==> config.mk <==
export PLATFORM = sky130hd
export DESIGN_NAME = noc_input_port_flat
export DESIGN_NICKNAME = d
export VERILOG_FILES = /design/src/rtl/noc_pkg.sv /design/src/rtl/noc_input_port_if.sv /design/src/rtl/noc_flit_fifo.sv /design/src/rtl/noc_input_port.sv /design/src/flat_wrapper.sv
export SDC_FILE = /design/constraint.sdc
export NUM_CORES = 1
export LEC_CHECK = 0
export CORE_MARGIN = 3
export CORE_UTILIZATION = 40
export CTS_CLUSTER_SIZE = 16
export DETAILED_ROUTE_END_ITERATION = 8
export PLACE_DENSITY = 0.7
export SLEW_MARGIN = 5
export SYNTH_ARGS = -nofsm -noshare
export SYNTH_HDL_FRONTEND = slang
export SYNTH_SLANG_ARGS = --single-unit
==> constraint.sdc <==
create_clock -name clk -period 3.4 [get_ports clk]
set_input_delay 0.51 -clock clk [delete_from_list [all_inputs] [get_ports clk]]
set_output_delay 0.51 -clock clk [all_outputs]
set_load 0.02 [all_outputs]
==> src/rtl/noc_pkg.sv <==
// Shared NoC definitions: input-port FSM state encoding and output-port indices.
// Used by the input ports, the router top and the per-output arbiters.
package noc_pkg;

    typedef enum logic [1:0] {
        ST_IDLE  = 2'd0,
        ST_REQ   = 2'd1,
        ST_STALL = 2'd2
    } noc_state_e;

    localparam logic [1:0] PORT_LOCAL = 2'd0;
    localparam logic [1:0] PORT_EAST  = 2'd1;
    localparam logic [1:0] PORT_WEST  = 2'd2;
    localparam logic [1:0] PORT_NORTH = 2'd3;

endpackage

==> src/rtl/noc_input_port_if.sv <==
// Handshake bundle of one router input port: upstream flit in, arbiter req/gnt,
// and the registered flit stage toward the crossbar.
interface noc_input_port_if #(
    parameter int FLIT_W    = 32,
    parameter int NUM_PORTS = 4
) ();
    logic                 in_valid;
    logic [FLIT_W-1:0]    in_data;
    logic                 in_ready;
    logic [NUM_PORTS-1:0] req;
    logic [NUM_PORTS-1:0] gnt;
    logic                 out_valid;
    logic [FLIT_W-1:0]    out_data;
    logic                 out_ready;

    // Input-port unit side
    modport slave (
        input  in_valid, in_data, gnt, out_ready,
        output in_ready, req, out_valid, out_data
    );

    // Environment side: upstream link, arbiters and crossbar
    modport master (
        output in_valid, in_data, gnt, out_ready,
        input  in_ready, req, out_valid, out_data
    );
endinterface

==> src/rtl/noc_flit_fifo.sv <==
// Synchronous flit FIFO with occupancy count; head is always visible on rdata.
// Push when full and pop when empty are ignored.
module noc_flit_fifo #(
    parameter int FLIT_W = 32,
    parameter int DEPTH  = 4
) (
    input  logic                     clk,
    input  logic                     rst,
    input  logic                     push,
    input  logic [FLIT_W-1:0]        wdata,
    input  logic                     pop,
    output logic [FLIT_W-1:0]        rdata,
    output logic [$clog2(DEPTH):0]   count
);
    localparam int AW = $clog2(DEPTH);
    localparam int CW = AW + 1;

    logic [FLIT_W-1:0] mem_q [DEPTH];
    logic [FLIT_W-1:0] mem_d [DEPTH];
    logic [AW-1:0]     wr_ptr_q, wr_ptr_d;
    logic [AW-1:0]     rd_ptr_q, rd_ptr_d;
    logic [CW-1:0]     count_q, count_d;
    logic              do_push_s, do_pop_s;

    // Next-state for storage, pointers and occupancy
    always_comb begin
        mem_d     = mem_q;
        do_push_s = push && (count_q != CW'(DEPTH));
        do_pop_s  = pop && (count_q != {CW{1'b0}});
        if (do_push_s) begin
            mem_d[wr_ptr_q] = wdata;
            wr_ptr_d        = wr_ptr_q + AW'(1);
        end else begin
            wr_ptr_d = wr_ptr_q;
        end
        if (do_pop_s) begin
            rd_ptr_d = rd_ptr_q + AW'(1);
        end else begin
            rd_ptr_d = rd_ptr_q;
        end
        count_d = count_q + CW'(do_push_s) - CW'(do_pop_s);
    end

    // FIFO state registers
    always_ff @(posedge clk) begin
        if (rst) begin
            wr_ptr_q <= {AW{1'b0}};
            rd_ptr_q <= {AW{1'b0}};
            count_q  <= {CW{1'b0}};
            for (int i = 0; i < DEPTH; i++) begin
                mem_q[i] <= {FLIT_W{1'b0}};
            end
        end else begin
            wr_ptr_q <= wr_ptr_d;
            rd_ptr_q <= rd_ptr_d;
            count_q  <= count_d;
            mem_q    <= mem_d;
        end
    end

    assign rdata = mem_q[rd_ptr_q];
    assign count = count_q;
endmodule

==> src/rtl/noc_input_port.sv <==
// Router input port: flit FIFO, head-port request decode, grant-driven pop into a
// registered output stage. Optional wait monitor enabled by NOC_IP_STARVE_MON_EN.
module noc_input_port
    import noc_pkg::*;
#(
    parameter int FLIT_W       = 32,
    parameter int NUM_PORTS    = 4,
    parameter int PORT_W       = 2,
    parameter int DEPTH        = 4,
    parameter int STARVE_LIMIT = 16
) (
    input  logic                    clk,
    input  logic                    rst,
    noc_input_port_if.slave         bus,
    output logic [$clog2(DEPTH):0]  count,
    output logic                    drop,
    output logic                    starve
);
    localparam int CW = $clog2(DEPTH) + 1;
    localparam int HW = 1 << PORT_W;

    noc_state_e           state_q, state_d;
    logic                 out_valid_q, out_valid_d;
    logic [FLIT_W-1:0]    out_data_q, out_data_d;

    logic                 push_s, pop_s, drop_s;
    logic [FLIT_W-1:0]    head_s;
    logic [CW-1:0]        fifo_count_s;
    logic [PORT_W-1:0]    hp_s;
    logic [HW-1:0]        hot_s;
    logic                 port_ok_s, out_free_s, grant_hit_s;
    logic                 has_data_s, more_s;
    logic [NUM_PORTS-1:0] req_s;

    noc_flit_fifo #(.FLIT_W(FLIT_W), .DEPTH(DEPTH)) u_fifo (
        .clk   (clk),
        .rst   (rst),
        .push  (push_s),
        .wdata (bus.in_data),
        .pop   (pop_s),
        .rdata (head_s),
        .count (fifo_count_s)
    );

    assign bus.in_ready = (fifo_count_s != CW'(DEPTH));
    assign push_s       = bus.in_valid && bus.in_ready;

    // An index beyond NUM_PORTS lands outside the low slice of the one-hot
    assign hp_s        = head_s[FLIT_W-1 -: PORT_W];
    assign hot_s       = HW'(1) << hp_s;
    assign port_ok_s   = |hot_s[NUM_PORTS-1:0];
    assign out_free_s  = !out_valid_q || bus.out_ready;
    assign req_s       = (state_q == ST_REQ && port_ok_s && out_free_s) ?
                         hot_s[NUM_PORTS-1:0] : {NUM_PORTS{1'b0}};
    assign grant_hit_s = |(bus.gnt & req_s);
    assign has_data_s  = (fifo_count_s != {CW{1'b0}}) || push_s;
    assign more_s      = (fifo_count_s > CW'(1)) || push_s;

    // FSM next state, pop/drop decision and output-stage load
    always_comb begin
        state_d     = state_q;
        pop_s       = 1'b0;
        drop_s      = 1'b0;
        out_valid_d = out_valid_q && !bus.out_ready;
        out_data_d  = out_data_q;
        case (state_q)
            ST_IDLE: begin
                if (has_data_s && out_free_s) begin
                    state_d = ST_REQ;
                end else begin
                    state_d = ST_IDLE;
                end
            end
            ST_REQ: begin
                if (!port_ok_s) begin
                    pop_s   = 1'b1;
                    drop_s  = 1'b1;
                    state_d = more_s ? ST_REQ : ST_IDLE;
                end else if (!out_free_s) begin
                    state_d = ST_STALL;
                end else if (grant_hit_s) begin
                    pop_s       = 1'b1;
                    out_valid_d = 1'b1;
                    out_data_d  = head_s;
                    // A flit now sits in the output stage; keep requesting only if it drains
                    if (!more_s) begin
                        state_d = ST_IDLE;
                    end else if (bus.out_ready) begin
                        state_d = ST_REQ;
                    end else begin
                        state_d = ST_STALL;
                    end
                end else begin
                    state_d = ST_REQ;
                end
            end
            ST_STALL: begin
                if (out_free_s) begin
                    state_d = has_data_s ? ST_REQ : ST_IDLE;
                end else begin
                    state_d = ST_STALL;
                end
            end
            default: begin
                state_d = ST_IDLE;
            end
        endcase
    end

    // FSM state and registered output stage
    always_ff @(posedge clk) begin
        if (rst) begin
            state_q     <= ST_IDLE;
            out_valid_q <= 1'b0;
            out_data_q  <= {FLIT_W{1'b0}};
        end else begin
            state_q     <= state_d;
            out_valid_q <= out_valid_d;
            out_data_q  <= out_data_d;
        end
    end

    assign bus.req       = req_s;
    assign bus.out_valid = out_valid_q;
    assign bus.out_data  = out_data_q;
    assign count         = fifo_count_s;
    assign drop          = drop_s;

`ifdef NOC_IP_STARVE_MON_EN
    localparam int SW = $clog2(2 * STARVE_LIMIT + 1);
    localparam logic [SW-1:0] SAT_C   = SW'(2 * STARVE_LIMIT);
    localparam logic [SW-1:0] LIMIT_C = SW'(STARVE_LIMIT);

    logic [SW-1:0] wait_q, wait_d;
    logic          starve_q, starve_d;

    // Saturating count of REQ cycles spent without a grant
    always_comb begin
        if (state_q == ST_REQ && (grant_hit_s || drop_s)) begin
            wait_d = {SW{1'b0}};
        end else if (state_q == ST_REQ && wait_q != SAT_C) begin
            wait_d = wait_q + SW'(1);
        end else begin
            wait_d = wait_q;
        end
        starve_d = (wait_d >= LIMIT_C);
    end

    // Wait counter and starvation flag registers
    always_ff @(posedge clk) begin
        if (rst) begin
            wait_q   <= {SW{1'b0}};
            starve_q <= 1'b0;
        end else begin
            wait_q   <= wait_d;
            starve_q <= starve_d;
        end
    end

    assign starve = starve_q;
`else
    logic unused_limit_s;
    assign unused_limit_s = (STARVE_LIMIT > 0);
    assign starve         = 1'b0;
`endif
endmodule

==> src/flat_wrapper.sv <==
// flat-port wrapper written by rule: the top's interface ports become plain ports
module noc_input_port_flat import noc_pkg::*;
#(
    parameter int FLIT_W       = 32,
    parameter int NUM_PORTS    = 4,
    parameter int PORT_W       = 2,
    parameter int DEPTH        = 4,
    parameter int STARVE_LIMIT = 16
)
  (clk, rst, count, drop, starve, bus_in_valid, bus_in_data, bus_gnt, bus_out_ready, bus_in_ready, bus_req, bus_out_valid, bus_out_data);
  noc_input_port_if #(.FLIT_W(FLIT_W), .NUM_PORTS(NUM_PORTS)) bus_i ();
  input  logic clk;
  input  logic rst;
  output logic [$clog2(DEPTH):0] count;
  output logic drop;
  output logic starve;
  input wire logic [$bits(bus_i.in_valid)-1:0] bus_in_valid;
  input wire logic [$bits(bus_i.in_data)-1:0] bus_in_data;
  input wire logic [$bits(bus_i.gnt)-1:0] bus_gnt;
  input wire logic [$bits(bus_i.out_ready)-1:0] bus_out_ready;
  output wire logic [$bits(bus_i.in_ready)-1:0] bus_in_ready;
  output wire logic [$bits(bus_i.req)-1:0] bus_req;
  output wire logic [$bits(bus_i.out_valid)-1:0] bus_out_valid;
  output wire logic [$bits(bus_i.out_data)-1:0] bus_out_data;
  assign bus_i.in_valid = bus_in_valid;
  assign bus_i.in_data = bus_in_data;
  assign bus_i.gnt = bus_gnt;
  assign bus_i.out_ready = bus_out_ready;
  assign bus_in_ready = bus_i.in_ready;
  assign bus_req = bus_i.req;
  assign bus_out_valid = bus_i.out_valid;
  assign bus_out_data = bus_i.out_data;
  noc_input_port #(.FLIT_W(FLIT_W), .NUM_PORTS(NUM_PORTS), .PORT_W(PORT_W), .DEPTH(DEPTH), .STARVE_LIMIT(STARVE_LIMIT)) u_core (.clk(clk), .rst(rst), .bus(bus_i), .count(count), .drop(drop), .starve(starve));
endmodule
Yosys cells after proc, flatten, opt, wreduce, memory -nomap -nowiden:

Cells that the tools add are included.

* add/subtract/negate cells: 4
* order comparisons: 4
* eq/ne operators: 3
* shift-type cells: 1
* multiplexer cells: 27
* bitwise logic cells: 3
* reductions and logical operators: 18

Operators with widths (number)
* 128-bit bitwise mux: 1
* 32-bit 2-to-1 mux: 3
* 32-bit binary-select mux with 2-bit select: 1
* 32-bit demux with 2-bit select: 1
* 1-bit 2-to-1 mux: 13
* 2-bit 2-to-1 mux: 6
* 1-bit logical AND: 8
* 4-bit OR reduction: 2
* 3-bit greater-or-equal comparator, second input constant: 2
* 2-bit NOT with 3-bit output: 2
* 2-bit one-hot mux with 3 select lines: 1
* 2-bit by 1-bit adder with 2-bit output, second input constant: 2
* 4-bit AND: 1
* 4-bit 2-to-1 mux: 1
* 4-bit AND reduction: 1
* 1-bit by 2-bit left shift with 4-bit output, first input constant: 1
* 3-bit by 1-bit adder with 3-bit output: 1
* 3-bit by 1-bit > comparator with 1-bit output, second input constant: 1
* 1-bit logical OR: 3
* 3-bit by 1-bit < comparator with 1-bit output, second input constant: 1
* 3-bit != test, second input constant: 1
* 3-bit nonzero test: 1
* 3-bit by 1-bit subtractor with 3-bit output: 1
* 2-bit by 1-bit == test with 1-bit output, second input constant: 1
* 3 further kinds: 4

* register bits after elaboration: 170
* bits of input ports: 40
* output and inout port bits: 43

Depth between registers and ports, before layout:

* word-level depth: 17
* gate-level depth with buffers: 13

Modules after synthesis:

A second synthesis with hierarchy kept.

* cells, all modules: 706
* area, all modules: 7633.6 um2

Modules (own cells, without submodules)
* noc_flit_fifo: instances 1, cells an instance 533, area each 6232.2 um2
* noc_input_port: instances 1, cells an instance 173, area each 1401.3 um2

Worst setup path after synthesis:

Ideal clock, no wire load.

* path kind: reg-to-reg
* start point: register u_core.u_fifo.rd_ptr_q[0]
* end point: register u_core.u_fifo.count_q[2], in the netlist u_core.u_fifo.count[2]
* data arrival time: 2.739 ns
* slack: 0.534 ns
* stages on the path, launching flop included: 14
* period minus slack after synthesis: 2.866 ns
* cells stage by stage: dfxtp_1 buf_6 mux4_2 buf_4 and4bb_2 o2bb2ai_2 and2_1 ha_1 inv_1 ha_1 inv_1 fa_1 xnor2_1 nor2_1

* word-level cells in the longest chain between the ends: 17

RTL lines
* start: declaration: line noc_flit_fifo.sv:21 `logic [AW-1:0] rd_ptr_q, rd_ptr_d;`
* start signal: assignment: line noc_flit_fifo.sv:48 `rd_ptr_q <= {AW{1'b0}};`
* start signal: assignment: line noc_flit_fifo.sv:55 `rd_ptr_q <= rd_ptr_d;`
* 2-bit NOT with 3-bit output (not written as such) (*): line noc_flit_fifo.sv:61 `assign rdata = mem_q[rd_ptr_q];`
* 32-bit binary-select mux with 2-bit select (*): line noc_flit_fifo.sv:61
* 32-bit 2-to-1 mux (not written as such) (*) (2 in series): line noc_flit_fifo.sv:61
* 1-bit by 2-bit left shift with 4-bit output (*): line noc_input_port.sv:50 `assign hot_s = HW'(1) << hp_s;`
* 4-bit OR reduction: line noc_input_port.sv:51 `assign port_ok_s = |hot_s[NUM_PORTS-1:0];`
* 1-bit logical AND (2 in series): line noc_input_port.sv:53 `assign req_s = (state_q == ST_REQ && port_ok_s && out_free_s) ?`
* 4-bit 2-to-1 mux: line noc_input_port.sv:53
* 4-bit AND: line noc_input_port.sv:55 `assign grant_hit_s = |(bus.gnt & req_s);`
* 4-bit OR reduction: line noc_input_port.sv:55
* 1-bit 2-to-1 mux: line noc_input_port.sv:81 `end else if (grant_hit_s) begin`
* 1-bit 2-to-1 mux: line noc_input_port.sv:79 `end else if (!out_free_s) begin`
* 1-bit 2-to-1 mux (*): line noc_input_port.sv:75 `if (!port_ok_s) begin`
* 1-bit 2-to-1 mux (*): line noc_input_port.sv:66 `case (state_q)`
* 1-bit logical AND (*): line noc_flit_fifo.sv:29 `do_pop_s = pop && (count_q != {CW{1'b0}});`
* via u_core.u_fifo.do_pop_s: line noc_flit_fifo.sv:23 `logic do_push_s, do_pop_s;`
* 3-bit by 1-bit subtractor with 3-bit output (*): line noc_flit_fifo.sv:41 `count_d = count_q + CW'(do_push_s) - CW'(do_pop_s);`
* end signal: assignment: line noc_flit_fifo.sv:49 `count_q <= {CW{1'b0}};`
* end signal: assignment: line noc_flit_fifo.sv:56 `count_q <= count_d;`
* end: declaration: line noc_flit_fifo.sv:22 `logic [CW-1:0] count_q, count_d;`

The timed path passes the listed nets; every way through them passes the cells marked *. The select of a mux whose other input is x is not followed.
A chain may end at the register's enable or synchronous reset.

Worst setup path after layout:

Same ends and word-level chain as after synthesis.

==> results.sh <==
export IMPL_p_comb_frac=0.214
export IMPL_required_ns=3.69
export IMPL_syn_cell_area_sq_um=6920
export IMPL_p_leak_uw=0.00281
export IMPL_min_period_ns=2.88
export IMPL_fin_skew_ns=0.00932
export IMPL_ir_worst_vdd_mv=0.406
export IMPL_cts_setup_buffers=0
export IMPL_clk_pin_slew_ns=0.06
export IMPL_fin_crit_sh=0.846
export IMPL_ant_nets=0
export IMPL_critPathCapture="u_core.u_fifo.count[2]"
export IMPL_met1_usage=0.258
export IMPL_ys_ff_latch=170
export IMPL_grt_max_degree=104
export IMPL_synth_ff_type="dfxtp_1"
export IMPL_final_cells=1106
export IMPL_hold_viol=0
export IMPL_holdBufCountCts=0
export IMPL_layout_common_cells="nand2_1, dfxtp_1, a21oi_1, clkdlybuf4s50_1, mux4_2"
export IMPL_vias=5688
export IMPL_cts_root_buffer="clkbuf_16"
export IMPL_synth_cells=824
export IMPL_avgSynthCellArea_sq_um=8.39
export IMPL_grt_overflow_total=0
export IMPL_cts_resized=0
export IMPL_synth_area_leaders="dfxtp_1, nand2_1, a21oi_1"
export IMPL_setup_viol=0
export IMPL_run_status="completed"
export IMPL_power_density_nw_per_um2=610
export IMPL_cts_made_buffers=17
export IMPL_grt_pass1_vias=5340
export IMPL_seqPwrFrac=0.441
export IMPL_area_growth_pct=21.5
export IMPL_drc_errors=0
export IMPL_relSlewSlack=0.576
export IMPL_post_dp_hpwl_mm=10.6
export IMPL_gr_usage_all_layers=0.188
export IMPL_routed_wirelength_mm=17.4
export IMPL_drt_iter0_drc=479
export IMPL_gp_congestion=0.740
export IMPL_core_sq_um=16800
export IMPL_regToRegEndpoint="u_core.u_fifo.count[2]"
export IMPL_rows=47
export IMPL_worstSetupPathType="flop to flop"
export IMPL_final_common_cell="nand2_1"
export IMPL_r2r_start="u_core.u_fifo.rd_ptr_q[0]"
export IMPL_fin_setup_tns_ns=0
export IMPL_p_int_uw=3590
export IMPL_p_clk_frac=0.345
export IMPL_nNetsFinal=922
export IMPL_clock_sinks=170
export IMPL_top_usage_layer="met2"
export IMPL_yosysTopAreaCellShare=0.492
export IMPL_start_util=0.413
export IMPL_fill_cells=1590
export IMPL_synth_top_area_cell="dfxtp_1"
export IMPL_use_met3=0.0402
export IMPL_grt_use_met2=0.299
export IMPL_startpoint="u_core.u_fifo.rd_ptr_q[0]"
export IMPL_ff2ff_path_depth=11
export IMPL_synth_edff_count=0
export IMPL_cap_violations=0
export IMPL_worst_setup_path_start_kind="flop"
export IMPL_hold_start="u_core.u_fifo.mem_q[18]"
export IMPL_io_pins=83
export IMPL_switching_share=0.299
export IMPL_first_pass_iters=5
export IMPL_cts_tree="done"
export IMPL_hp_class="flop to flop"
export IMPL_crit_arrival_ns=3.17
export IMPL_wl_per_cell_um=15.7
export IMPL_die_y_um=137
export IMPL_placed_cells=1075
export IMPL_drive_gt1_frac=0.0948
export IMPL_ys_warnings_count=0
export IMPL_reg2reg_slack_ns=0.52
export IMPL_tightest_slew_ns=0.635
export IMPL_worstSkewPairLatency_ns=0.42
export IMPL_p_sw_uw=1530
export IMPL_port_buffer_count=80
export IMPL_async_flop_share=0
export IMPL_dieArea_sq_um=18900
export IMPL_max_freq_ghz=0.348
export IMPL_whs_path_depth=2
export IMPL_vias_per_cell=5.14
export IMPL_ys_seq_area_frac=0.492
export IMPL_fp_dieW_um=137
export IMPL_antenna_cells=0
export IMPL_grt_antenna_before_repair=0
export IMPL_cts_buffer_depth=2
export IMPL_crit_fanout=8
export IMPL_ys_types=36
export IMPL_htree_levels=4
export IMPL_drv_slew=0
export IMPL_rsz0062_at_grt="no"
export IMPL_worst_setup_path_end_kind="flop"
export IMPL_grt_pass1_wl_mm=27.9
Yosys cell counts (4+ instances only):
master,number
a21oi_1,166
and3_1,4
buf_1,11
buf_2,6
buf_4,4
clkbuf_1,43
dfxtp_1,170
ha_1,7
inv_1,8
mux4_2,32
nand2_1,326
nor2_1,12
layout make-up:
cell class / count / area [sq um] / share of cell area
sequential: 170 / 3410 / 0.405
inverter: 8 / 30.0 / 0.00358
clock buffer: 22 / 474 / 0.0565
multi-input combinational: 582 / 3220 / 0.384
timing repair buffer: 95 / 923 / 0.110
tap: 220 / 275 / 0.0328
clock inverter: 9 / 67.6 / 0.00804
power by group through the flow:
| stage | Sequential [uW] | Combinational (uW) | Clock (uW) |
|---|---|---|---|
| finish | 2260 | 1100 | 1770 |
| global route | 2280 | 1210 | 1890 |
| CTS | 2260 | 1110 | 1800 |
| detailed placement | 2300 | 1100 | 0 |
| global placement | 2290 | 1090 | 0 |
| floorplan | 2310 | 702 | 0 |
stage by stage:
step	cell area, sq um	utilization	power [uW]	setup WS (ns)	hold slack [ns]
final	8400	0.501	5120	0.522	0.451
after global routing	8400	0.501	5370	0.382	0.468
after detailed placement	7860	0.469	3400	0.403	0.443
after global placement	7860	0.469	3380	0.417	0.439
after CTS	8400	0.501	5170	0.509	0.449
after floorplan	6920	-	3010	0.534	0.433
state kept, by name, indices dropped and copies added, names as in the netlist:
register / flops
u_core.state_q: 2
u_core.u_fifo.mem_q: 128
u_core.u_fifo.count: 3
u_core.bus.out_valid: 1
u_core.u_fifo.wr_ptr_q: 2
u_core.bus.out_data: 32
u_core.u_fifo.rd_ptr_q: 2
worst min path at each step:
| stage | to | slack (ns) |
|---|---|---|
| finish | u_core.u_fifo.mem_q[18] | 0.45 |
| global route | u_core.bus.out_data[8] | 0.47 |
| CTS | u_core.bus.out_data[30] | 0.45 |
| detailed placement | u_core.u_fifo.mem_q[18] | 0.44 |
| global placement | u_core.u_fifo.mem_q[29] | 0.44 |
| floorplan | u_core.u_fifo.mem_q[48] | 0.43 |
metal layers:
metal	up-vias	share of wire	wire length [um]
met3	15	0.066	1150
met4	0	0.013	223
met5	-	0	0
li1	2827	-	-
met2	184	0.47	8220
met1	2662	0.45	7830
kinds of logic after synthesis:
family,count (synthesis),synth area share
AO/OA/AOI/OAI,175,0.131
AND/OR/NAND/NOR,358,0.202
XOR/XNOR,3,0.00380
multiplexers,36,0.111
other,1,0.000542
adder cells (fa/ha/maj),8,0.0156
flip-flops,170,0.492
buffers and inverters,73,0.0440
critical path: stages (launching register included):
cell       delay, ns
dfxtp_2         0.38
mux4_2          0.62
and4bb_2        0.41
o2bb2ai_2       0.13
and2_1          0.17
ha_1            0.23
inv_1           0.05
ha_1            0.13
inv_1           0.05
fa_1            0.37
xnor2_1         0.16
nor2_1          0.05
No activity file was read; power rests on OpenSTA's default activity.
